<file path="src/rtl/ex3_pkg.sv">
// Shared definitions for the ex3 input-conditioning stage: debounce FSM
// state indices, one-hot state type and the default debounce depth.
package ex3_pkg;

  localparam int unsigned ST0  = 0;
  localparam int unsigned CHK1 = 1;
  localparam int unsigned ST1  = 2;
  localparam int unsigned CHK0 = 3;
  localparam int unsigned ST_W = 4;

  localparam int unsigned DEB_CYCLES_DEF = 4;

  typedef enum logic [ST_W-1:0] {
    S_ST0  = ST_W'(1) << ST0,
    S_CHK1 = ST_W'(1) << CHK1,
    S_ST1  = ST_W'(1) << ST1,
    S_CHK0 = ST_W'(1) << CHK0
  } deb_st_e;

endpackage

</file>
<file path="src/rtl/ex3_deb_ch.sv">
// One debounce channel: 2-flop synchroniser, one-hot debounce FSM with
// sample counter, registered level and 0->1 rise pulse.
module ex3_deb_ch
  import ex3_pkg::*;
#(
  parameter int unsigned DEB_CYCLES = DEB_CYCLES_DEF
) (
  input  logic i_clk,
  input  logic i_rst_b,
  input  logic i_clr,
  input  logic i_raw,
  output logic o_lvl,
  output logic o_rise
);

  localparam int unsigned CNT_W = $clog2(DEB_CYCLES);
  localparam logic [CNT_W-1:0] CNT_LAST = CNT_W'(DEB_CYCLES - 1);

  logic             r_s1;
  logic             r_s;
  deb_st_e          r_state;
  deb_st_e          w_state_nxt;
  logic [CNT_W-1:0] r_cnt;
  logic [CNT_W-1:0] w_cnt_nxt;
  logic             r_lvl;
  logic             w_lvl_nxt;
  logic             r_rise;
  logic             w_rise_nxt;

  // Synchroniser keeps sampling through clr so a held level is re-accepted.
  always_ff @(posedge i_clk or negedge i_rst_b) begin
    if (!i_rst_b) begin
      r_s1 <= 1'b0;
      r_s  <= 1'b0;
    end else begin
      r_s1 <= i_raw;
      r_s  <= r_s1;
    end
  end

  always_ff @(posedge i_clk or negedge i_rst_b) begin
    if (!i_rst_b) begin
      r_state <= S_ST0;
      r_cnt   <= '0;
      r_lvl   <= 1'b0;
      r_rise  <= 1'b0;
    end else begin
      r_state <= w_state_nxt;
      r_cnt   <= w_cnt_nxt;
      r_lvl   <= w_lvl_nxt;
      r_rise  <= w_rise_nxt;
    end
  end

  always_comb begin
    w_state_nxt = r_state;
    w_cnt_nxt   = r_cnt;
    w_lvl_nxt   = r_lvl;
    w_rise_nxt  = 1'b0;
    if (i_clr) begin
      w_state_nxt = S_ST0;
      w_cnt_nxt   = '0;
      w_lvl_nxt   = 1'b0;
    end else begin
      unique case (r_state)
        S_ST0: begin
          if (r_s) begin
            w_state_nxt = S_CHK1;
            w_cnt_nxt   = CNT_W'(1);
          end else begin
            w_cnt_nxt   = '0;
          end
        end
        S_CHK1: begin
          if (!r_s) begin
            w_state_nxt = S_ST0;
            w_cnt_nxt   = '0;
          end else if (r_cnt == CNT_LAST) begin
            w_state_nxt = S_ST1;
            w_cnt_nxt   = '0;
            w_lvl_nxt   = 1'b1;
            w_rise_nxt  = 1'b1;
          end else begin
            w_cnt_nxt   = r_cnt + CNT_W'(1);
          end
        end
        S_ST1: begin
          if (!r_s) begin
            w_state_nxt = S_CHK0;
            w_cnt_nxt   = CNT_W'(1);
          end else begin
            w_cnt_nxt   = '0;
          end
        end
        S_CHK0: begin
          if (r_s) begin
            w_state_nxt = S_ST1;
            w_cnt_nxt   = '0;
          end else if (r_cnt == CNT_LAST) begin
            w_state_nxt = S_ST0;
            w_cnt_nxt   = '0;
            w_lvl_nxt   = 1'b0;
          end else begin
            w_cnt_nxt   = r_cnt + CNT_W'(1);
          end
        end
        default: begin
          w_state_nxt = S_ST0;
          w_cnt_nxt   = '0;
          w_lvl_nxt   = 1'b0;
        end
      endcase
    end
  end

  assign o_lvl  = r_lvl;
  assign o_rise = r_rise;

endmodule

</file>
<file path="src/rtl/ex3_in_cond.sv">
// Input conditioning for the ex3 FSM: three independent synchronise and
// debounce channels producing clean levels a/b/c and rise pulses.
module ex3_in_cond
  import ex3_pkg::*;
#(
  parameter int unsigned DEB_CYCLES = DEB_CYCLES_DEF
) (
  input  logic clk,
  input  logic rst_b,
  input  logic clr,
  input  logic raw_a,
  input  logic raw_b,
  input  logic raw_c,
  output logic a,
  output logic b,
  output logic c,
  output logic a_rise,
  output logic b_rise,
  output logic c_rise
);

  ex3_deb_ch #(.DEB_CYCLES(DEB_CYCLES)) u_ch_a (
    .i_clk   (clk),
    .i_rst_b (rst_b),
    .i_clr   (clr),
    .i_raw   (raw_a),
    .o_lvl   (a),
    .o_rise  (a_rise)
  );

  ex3_deb_ch #(.DEB_CYCLES(DEB_CYCLES)) u_ch_b (
    .i_clk   (clk),
    .i_rst_b (rst_b),
    .i_clr   (clr),
    .i_raw   (raw_b),
    .o_lvl   (b),
    .o_rise  (b_rise)
  );

  ex3_deb_ch #(.DEB_CYCLES(DEB_CYCLES)) u_ch_c (
    .i_clk   (clk),
    .i_rst_b (rst_b),
    .i_clr   (clr),
    .i_raw   (raw_c),
    .o_lvl   (c),
    .o_rise  (c_rise)
  );

endmodule

</file>
<file path="config.mk">
export PLATFORM = sky130hd
export DESIGN_NAME = ex3_in_cond
export DESIGN_NICKNAME = d
export VERILOG_FILES = /design/src/rtl/ex3_pkg.sv /design/src/rtl/ex3_deb_ch.sv /design/src/rtl/ex3_in_cond.sv
export SDC_FILE = /design/constraint.sdc
export NUM_CORES = 1
export LEC_CHECK = 0
export ABC_CLOCK_PERIOD_IN_PS = 4900
export CORE_MARGIN = 10
export CORE_UTILIZATION = 40
export DETAILED_ROUTE_END_ITERATION = 8
export GPL_ROUTABILITY_DRIVEN = 0
export GPL_TIMING_DRIVEN = 0
export PLACE_DENSITY = 0.61
export SYNTH_ARGS = -nofsm -noshare
export SYNTH_HDL_FRONTEND = slang
export SYNTH_SLANG_ARGS = --single-unit
</file>
<file path="constraint.sdc">
create_clock -name clk -period 4.9 [get_ports clk]
set_input_delay 0.98 -clock clk [delete_from_list [all_inputs] [get_ports clk]]
set_output_delay 0.98 -clock clk [all_outputs]
set_load 0.03 [all_outputs]
</file>
==> results_dict.tcl, run 1 <==
set metrics [dict create \
    cts_resized 0 \
    synth_edf_count 0 \
    grt_max_degree 31 \
    crit_type "reg2out" \
    fin_crit_sh 0.476 \
    cts_made_buffers 5 \
    r2r_start "u_ch_a.r_state[0]" \
    fp.dieH_um 84.9 \
    route.met3.wl_um 160 \
    outcome "complete, no violations" \
    grt_pass1_wl_mm 6.33 \
    dr.max_layer_used "met4" \
    min-delay-start "u_ch_c.r_s1" \
    critPathCaptureType "output pin" \
    async_flop_share 1.00 \
    rsz0062_at_grt "false" \
    slew_headroom 0.549 \
    worst_ep_arrival_time_ns 1.35 \
    final-hold-violation-count 0 \
    drv_slew 0 \
    ys_ff_latch 30 \
    irDropWorstVdd_mv 0.189 \
    met2_length_mm 1.79 \
    hold_buffers 0 \
    clkTransAtPathRegs_ns 0.06 \
    cp-start-kind "flip-flop" \
    cts_tree "yes" \
    path_max_fanout 4 \
    postRouteAntennaNets 0 \
    yosysSeqAreaShare 0.448 \
    port_buffers 10 \
    drv_cap 0 \
    drt_iter0_markers 86 \
    p_per_area_nw_per_um2 326 \
    vias 1439 \
    grt_overflow_total 0 \
    cp.required_ns 3.92 \
    netlist_area_sq_um 1680 \
    max_stage_delay_ns 0.69 \
    viasPerCell 5.76 \
    layout-drive-gt1-share 0.105 \
    detail_route.wirelength_mm 3.69 \
    worst-path-buf-inv 1 \
    timing.rr.end "u_ch_a.r_state[0]" \
    final_core_util 0.480 \
    core_sq_um 4030 \
    fin_skew_ns 0.00436 \
    cts_max_level 2 \
    min_path_cells 0 \
    worstMarginPinSlew_ns 0.677 \
    final_cell_mix "dfrtp_1, nor2_1, clkbuf_1, nand2_1, clkdlybuf4s50_1" \
    crit_slowest_cell "clkdlybuf4s50_1" \
    placed_cells 242 \
    ys_warn_count 0 \
    die_w_um 84.9 \
    reg2reg_depth 6 \
    hp-class "reg2reg" \
    diodes 0 \
    period_needed_ns 2.33 \
    max_freq_mhz 429 \
    timing.hold.ws_ns 0.348 \
    dpl_cell_area_sq_um 1850 \
    dp_hpwl_mm 2.60 \
    routedWlPerCell_um 14.7 \
    postCtsSetupBuffers 0 \
    grt_pass1_vias 1359 \
    wl_met1_mm 1.69 \
    remaining_drc_errors 0 \
    crit_chain "clkdlybuf4s50_1" \
    clock_latency_ns 0.28 \
    antenna_found_initial 0 \
    start_util 0.418 \
    holdPathEnd "u_ch_c.r_s" \
    clock-sinks 30 \
    num_rows 23 \
    r2r_setup_slack_ns 3.12 \
    final_common_cell "dfrtp_1" \
    pin_count 12 \
    die_area_sq_um 7200 \
    syn_to_final_growth_pct 14.8 \
    nNetsFinal 208 \
    track_usage 0.105 \
    synth_nets 191 \
    p_leak_nw 0.846 \
    setup_viol 0 \
    cpLargestDelayFamily "buffers and inverters" \
    synth_flop_cell "dfrtp_1" \
    fin_area_sq_um 1930 \
    timing.setup.tns_ns 0 \
    clock-root-buffer "clkbuf_8" \
    syn_inst 182 \
    fin_cells 250 \
    avgSynthCellArea_sq_um 9.25 \
    yosysUniqueCellTypes 46 \
    cts.path.max_buffers 2 \
    dr.pass1.iters 4 \
]
==> synth_stat cells (all sizes together) (3+ instances only) <==
master,instances,area share
nor2b,8,0.030
dfstp,3,0.047
nor2,21,0.047
nand3,4,0.012
o22ai,4,0.015
clkbuf,9,0.020
nand2,10,0.022
buf,8,0.025
nand2b,3,0.011
inv,5,0.011
dfrtp,27,0.40
or3b,3,0.016
nor4b,3,0.016
nand3b,7,0.031
o21ai,7,0.021
a31oi,3,0.011
and3,4,0.015
a211oi,3,0.013
nor3,6,0.018
ha,3,0.022
a21oi,7,0.025
nor3b,6,0.027
==> layer usage <==
| metal | vias up | global-route usage |
|---|---|---|
| li1 | 693 | - |
| met1 | 712 | 0.125 |
| met2 | 27 | 0.169 |
| met3 | 7 | 0.0373 |
| met4 | 0 | 0.0434 |
| met5 | - | 0 |
==> how the worst max path moves through the flow <==
stage | from | slack, ns | cells after the start | endpoint
floorplan | clr | 2.88 | 4 | u_ch_a.r_state[1]
global placement | rst_b | 2.30 | 1 | u_ch_a.o_lvl
detailed placement | rst_b | 2.26 | 1 | u_ch_a.o_lvl
CTS | u_ch_b.o_lvl | 2.55 | 1 | b
global route | u_ch_b.o_lvl | 2.51 | 1 | b
finish | u_ch_b.o_lvl | 2.57 | 1 | b
==> metrics by stage <==
stage	total power, mW	setup WS, ns
floorplan	0.390	2.88
global placement	0.418	2.30
detailed placement	0.427	2.26
CTS	0.633	2.55
global route	0.665	2.51
finish	0.630	2.57
==> sequential cells by signal (all words and copies together) (netlist names), 2 cells and up <==
name            cells
u_ch_c.r_state      4
u_ch_a.r_state      4
u_ch_b.r_cnt        2
u_ch_c.r_cnt        2
u_ch_a.r_cnt        2
u_ch_b.r_state      4
==> logic make-up after synthesis <==
family | after synthesis | share of synthesized area
and+or+nand+nor | 84 | 0.288
AOI/OAI and AO/OA | 40 | 0.168
DFF | 30 | 0.448
buffers and inverters | 22 | 0.0565
adders and majority gates | 3 | 0.0223
xor gates and xnor gates | 2 | 0.0104
muxes | 1 | 0.00595
==> layout make-up <==
class | count | area [sq um]
buffer | 17 | 76.3
tap | 50 | 62.6
timing repair buffer | 10 | 95.1
inverter | 5 | 18.8
sequential | 30 | 754
fill | 402 | 2100
clock buffer | 7 | 86.3
clock inverter | 1 | 5.00
multi-input combinational | 130 | 833
==> report_power, final <==
part | leakage [nW] | internal, mW | switching, mW | total, mW
Clock | 0.0482 | 0.113 | 0.0930 | 0.206
Sequential | 0.391 | 0.267 | 0.00816 | 0.275
Combinational | 0.407 | 0.0594 | 0.0887 | 0.148
Power figures use the tool's default switching activity.
==> run 2, diff against run 1 <==
--- a/config.mk
+++ b/config.mk
@@ -5,13 +5,13 @@
 export SDC_FILE = /design/constraint.sdc
 export NUM_CORES = 1
 export LEC_CHECK = 0
-export ABC_CLOCK_PERIOD_IN_PS = 4900
+export ABC_CLOCK_PERIOD_IN_PS = 2100
 export CORE_MARGIN = 10
 export CORE_UTILIZATION = 40
 export DETAILED_ROUTE_END_ITERATION = 8
 export GPL_ROUTABILITY_DRIVEN = 0
 export GPL_TIMING_DRIVEN = 0
-export PLACE_DENSITY = 0.61
+export PLACE_DENSITY = 0.63
 export SYNTH_ARGS = -nofsm -noshare
 export SYNTH_HDL_FRONTEND = slang
 export SYNTH_SLANG_ARGS = --single-unit
==> constraint.sdc (replaced) <==
create_clock -name clk -period 2.1 [get_ports clk]
set_input_delay 0.42 -clock clk [delete_from_list [all_inputs] [get_ports clk]]
set_output_delay 0.42 -clock clk [all_outputs]
set_load 0.03 [all_outputs]
==> run 2 against run 1 <==
Effect of this change:
- critical path depth unchanged
- count of clock-buffer cells in the layout is the same
- largest cell class unchanged
- critical path type unchanged
- first-iteration DRC count up 72%
==> results_dict.tcl, run 2 (same netlist as run 1, synthesis figures left out) <==
set metrics [dict create \
    detail_route.wirelength_mm 3.61 \
    nNetsFinal 208 \
    pwr-share-comb 0.232 \
    cts_resized 0 \
    slew_headroom 0.563 \
    met2_length_mm 1.78 \
    final_common_cell "dfrtp_1" \
    crit_slowest_cell "clkdlybuf4s50_1" \
    finalPower_mw 1.46 \
    cts_tree "yes" \
    cts_made_buffers 5 \
    cp-start-kind "flip-flop" \
    period_needed_ns 1.77 \
    worst-path-buf-inv 1 \
    final-hold-violation-count 0 \
    start_util 0.418 \
    remaining_drc_errors 0 \
    die_w_um 84.9 \
    vias 1422 \
    crit_type "reg2out" \
    worstMarginPinSlew_ns 0.655 \
    core_sq_um 4030 \
    grt_pass1_wl_mm 6.34 \
    crit_chain "clkdlybuf4s50_1" \
    grt_max_degree 31 \
    num_rows 23 \
    fin_cells 250 \
    critPathCaptureType "output pin" \
    cpLargestDelayFamily "buffers and inverters" \
    fin_area_sq_um 1930 \
    placed_cells 242 \
    n_fill_cell 386 \
    port_buffers 10 \
    antenna_found_initial 0 \
    worst_ep_arrival_time_ns 1.35 \
    dpl_cell_area_sq_um 1850 \
    cts_max_level 2 \
    drv_slew 0 \
    wl_met1_mm 1.58 \
    cp.required_ns 1.68 \
    drv_cap 0 \
    fin_skew_ns 0.00773 \
    max_freq_mhz 566 \
    grt_pass1_vias 1432 \
    diodes 0 \
    dr.max_layer_used "met4" \
    rsz0062_at_grt "false" \
    clock-root-buffer "clkbuf_8" \
    fp.dieH_um 84.9 \
    viasPerCell 5.69 \
    die_area_sq_um 7200 \
    outcome "complete, no violations" \
    routedWlPerCell_um 14.4 \
    fin_crit_sh 0.841 \
    drt_iter0_markers 148 \
    dp_hpwl_mm 2.58 \
    p_leak_nw 0.846 \
    dr.pass1.iters 4 \
    p_sw_uw 434 \
    final_cell_mix "dfrtp_1, nor2_1, clkbuf_1, nand2_1, clkdlybuf4s50_1" \
    hold_buffers 0 \
    hp-class "in2async" \
    clkTransAtPathRegs_ns 0.07 \
    irDropWorstVdd_mv 0.482 \
    timing.setup.tns_ns 0 \
    final-seq-area_sq_um 754 \
    cts.path.max_buffers 2 \
    netSwitchingFraction 0.298 \
    clock-sinks 30 \
    postRouteAntennaNets 0 \
    internal_power_mw 1.03 \
    syn_to_final_growth_pct 14.8 \
    power_frac_clock 0.329 \
    seqPwrFrac 0.439 \
    multi_input_comb_area_sq_um 833 \
    layout-drive-gt1-share 0.105 \
    p_per_area_nw_per_um2 756 \
    route.met3.wl_um 143 \
    postCtsSetupBuffers 0 \
    clock_latency_ns 0.28 \
    path_max_fanout 4 \
    grt_overflow_total 0 \
    track_usage 0.104 \
    setup_viol 0 \
    max_stage_delay_ns 0.69 \
    largestRegisters "u_ch_a.r_state x4, u_ch_b.r_state x4, u_ch_c.r_state x4" \
    pin_count 12 \
]
run 2: cell counts in the layout (fill, tap and decap cells not counted):
Identical to the previous run, type by type.
run 2: power groups by stage:
| stage | combinational, mW | clock, mW | sequential (mW) |
|---|---|---|---|
| 2_1_floorplan | 0.263 | 0 | 0.646 |
| 5_1_grt | 0.376 | 0.525 | 0.645 |
| 3_5_place_dp | 0.341 | 0 | 0.651 |
| 6_report | 0.338 | 0.481 | 0.641 |
| 4_1_cts | 0.342 | 0.498 | 0.640 |
| 3_3_place_gp | 0.323 | 0 | 0.650 |
run 2: cell type report:
cell class / instances / area share
Multi-Input combinational cell: 130 / 0.431
Inverter: 5 / 0.00972
Sequential cell: 30 / 0.391
Clock buffer: 7 / 0.0447
Tap cell: 50 / 0.0324
Buffer: 17 / 0.0395
Clock inverter: 1 / 0.00259
Timing Repair Buffer: 10 / 0.0492
run 2: worst register-to-register path: cells and delay by family, from the launching register on:
family | cells | cell delay, ns
compound gates | 3 | 0.41
buf+inv | 2 | 0.32
flops | 1 | 0.51
simple gates | 1 | 0.44
run 2: path summary, 6_finish.rpt:
kind / startpoint / end / slack [ns] / depth (start not counted)
max: u_ch_b.o_lvl / b / 0.33 / 1
min: rst_b / u_ch_b.o_rise / 0.16 / 1
max reg2reg: u_ch_a.r_state[0] / u_ch_a.r_state[0] / 0.34 / 6
min reg2reg: u_ch_c.r_s1 / u_ch_c.r_s / 0.35 / 0
max in group asynchronous: rst_b / u_ch_a.o_lvl / 1.51 / 1
min in group clk: u_ch_c.r_s1 / u_ch_c.r_s / 0.35 / 0
run 2: per-stage QoR:
step,worst slack [ns],util,hold slack (ns)
after floorplan,0.477,-,0.124
after global placement,0.0753,0.458,0.333
after detailed placement,0.0503,0.458,0.341
after CTS,0.322,0.481,0.355
after global routing,0.262,0.480,0.225
final,0.334,0.480,0.160
run 2: routing by layer:
metal,vias up,track usage
li1,686,-
met1,696,0.115
met5,-,0
met4,0,0.0599
met2,29,0.172
met3,11,0.0315
==> run 3, diff against run 2 <==
--- a/config.mk
+++ b/config.mk
@@ -5,13 +5,13 @@
 export SDC_FILE = /design/constraint.sdc
 export NUM_CORES = 1
 export LEC_CHECK = 0
-export ABC_CLOCK_PERIOD_IN_PS = 2100
+export ABC_CLOCK_PERIOD_IN_PS = 1800
 export CORE_MARGIN = 10
 export CORE_UTILIZATION = 40
 export DETAILED_ROUTE_END_ITERATION = 8
 export GPL_ROUTABILITY_DRIVEN = 0
 export GPL_TIMING_DRIVEN = 0
-export PLACE_DENSITY = 0.63
+export PLACE_DENSITY = 0.61
 export SYNTH_ARGS = -nofsm -noshare
 export SYNTH_HDL_FRONTEND = slang
 export SYNTH_SLANG_ARGS = --single-unit
==> constraint.sdc (replaced) <==
create_clock -name clk -period 1.8 [get_ports clk]
set_input_delay 0.36 -clock clk [delete_from_list [all_inputs] [get_ports clk]]
set_output_delay 0.36 -clock clk [all_outputs]
set_load 0.03 [all_outputs]
==> run 3 against run 2 <==
Effect of this change:
- total power grew 19%
- largest cell class unchanged
- utilization grew 0.22 points
- non-clock buffer count is the same
- final cell count is the same
- first-iteration DRC count shrank 35%
- via count grew 1.7%
- largest power group unchanged
- critical endpoint unchanged
==> results_dict.tcl, run 3 (same netlist as run 1, synthesis figures left out) <==
set metrics [dict create \
    outcome "complete, no violations" \
    final_cell_mix "dfrtp_1, nor2_1, clkbuf_1, nand2_1, clkdlybuf4s50_1" \
    final_core_util 0.482 \
    clock-sinks 30 \
    finalPower_mw 1.74 \
    max_stage_delay_ns 0.69 \
    timing.setup.tns_ns 0 \
    dr.pass1.iters 4 \
    reg2reg_depth 5 \
    crit_chain "clkdlybuf4s50_1" \
    r2r_start "u_ch_a.r_state[0]" \
    fin_skew_ns 0.00545 \
    max_freq_mhz 585 \
    num_rows 23 \
    critPathCaptureType "output pin" \
    fin_crit_sh 0.950 \
    timing.rr.end "u_ch_a.r_state[0]" \
    cts.path.max_buffers 2 \
    worstMarginPinSlew_ns 0.665 \
    slew_headroom 0.557 \
    pin_count 12 \
    worst_ep_arrival_time_ns 1.35 \
    power_frac_clock 0.325 \
    final_common_cell "dfrtp_1" \
    remaining_drc_errors 0 \
    clkTransAtPathRegs_ns 0.07 \
    clock-root-buffer "clkbuf_8" \
    drt_iter0_markers 96 \
    start_util 0.418 \
    largestRegisters "u_ch_a.r_state x4, u_ch_b.r_state x4, u_ch_c.r_state x4" \
    grt_pass1_vias 1359 \
    grt_max_degree 31 \
    cts_max_level 2 \
    path_max_fanout 4 \
    pwr-share-comb 0.238 \
    worst-path-buf-inv 1 \
    period_needed_ns 1.71 \
    p_sw_uw 523 \
    rsz0062_at_grt "false" \
    dp_hpwl_mm 2.60 \
    diodes 0 \
    cpLargestDelayFamily "buffers and inverters" \
    antenna_found_initial 0 \
    p_leak_nw 0.846 \
    clock_latency_ns 0.28 \
    hp-class "in2async" \
    grt_pass1_wl_mm 6.33 \
    critPathLaunch "u_ch_b.o_lvl" \
    drv_slew 0 \
    viasPerCell 5.78 \
    cp-start-kind "flip-flop" \
    internal_power_mw 1.21 \
    die_w_um 84.9 \
    syn_to_final_growth_pct 15.3 \
    routedWlPerCell_um 14.7 \
    grt_overflow_total 0 \
    cts_made_buffers 5 \
    timing.hold.ws_ns 0.102 \
    netSwitchingFraction 0.301 \
    r2r_setup_slack_ns 0.14 \
    final-hold-violation-count 0 \
    die_area_sq_um 7200 \
    p_per_area_nw_per_um2 895 \
    track_usage 0.105 \
    fp.dieH_um 84.9 \
    crit_slowest_cell "clkdlybuf4s50_1" \
    drv_cap 0 \
    setup_viol 0 \
    layout-drive-gt1-share 0.115 \
    detail_route.wirelength_mm 3.68 \
    core_sq_um 4030 \
    irDropWorstVdd_mv 0.515 \
    cp.required_ns 1.44 \
    vias 1446 \
    port_buffers 10 \
    seqPwrFrac 0.437 \
    nNetsFinal 208 \
    crit_type "reg2out" \
    cts_tree "yes" \
    hold_buffers 0 \
    postRouteAntennaNets 0 \
]
## run 3: what timing repair did
| item | 4_1_cts | 5_1_grt |
|---|---|---|
| endpoints found under the setup margin | 0 | 2 |
| buffers inserted | 0 | 1 |
| resized for setup | 0 | 2 |
## run 3: worst max path at each step
| stage | end | cells after the start |
|---|---|---|
| 3_5_place_dp | u_ch_a.o_lvl | 1 |
| 2_1_floorplan | u_ch_a.r_state[0] | 6 |
| 5_1_grt | u_ch_a.r_state[0] | 5 |
| 6_report | b | 1 |
| 3_3_place_gp | u_ch_a.o_lvl | 1 |
| 4_1_cts | u_ch_a.r_state[0] | 6 |
## run 3: power groups by stage
stage               Combinational (mW)  Clock [mW]  Sequential [mW]
floorplan                        0.307           0            0.754
global placement                 0.379           0            0.760
detailed placement               0.400           0            0.761
CTS                              0.401       0.572            0.750
global route                     0.462       0.607            0.765
finish                           0.414       0.564            0.760
## run 3: final cells by class
| cell class | count | area (sq um) |
|---|---|---|
| sequential | 30 | 754 |
| clock inverter | 1 | 5.00 |
| tap | 50 | 62.6 |
| clock buffer | 7 | 86.3 |
| timing repair buffer | 11 | 103 |
| multi-input combinational | 130 | 842 |
| buffer | 16 | 68.8 |
| inverter | 5 | 18.8 |
| fill | 404 | 2090 |
## run 3: layer usage
metal,global-route usage,up-vias,share of wire
li1,-,689,-
met3,0.0373,5,0.046
met1,0.125,716,0.46
met2,0.169,36,0.49
met4,0.0434,0,0.013
met5,0,-,0
## run 3: stage by stage
stage | instances | setup WS, ns | area [sq um]
after floorplan | 182 | 0.177 | 1680
after global placement | 242 | -0.183 | 1850
after detailed placement | 242 | -0.223 | 1850
after CTS | 250 | 0.0164 | 1940
after global routing | 250 | 0.00989 | 1940
final | 250 | 0.0902 | 1940
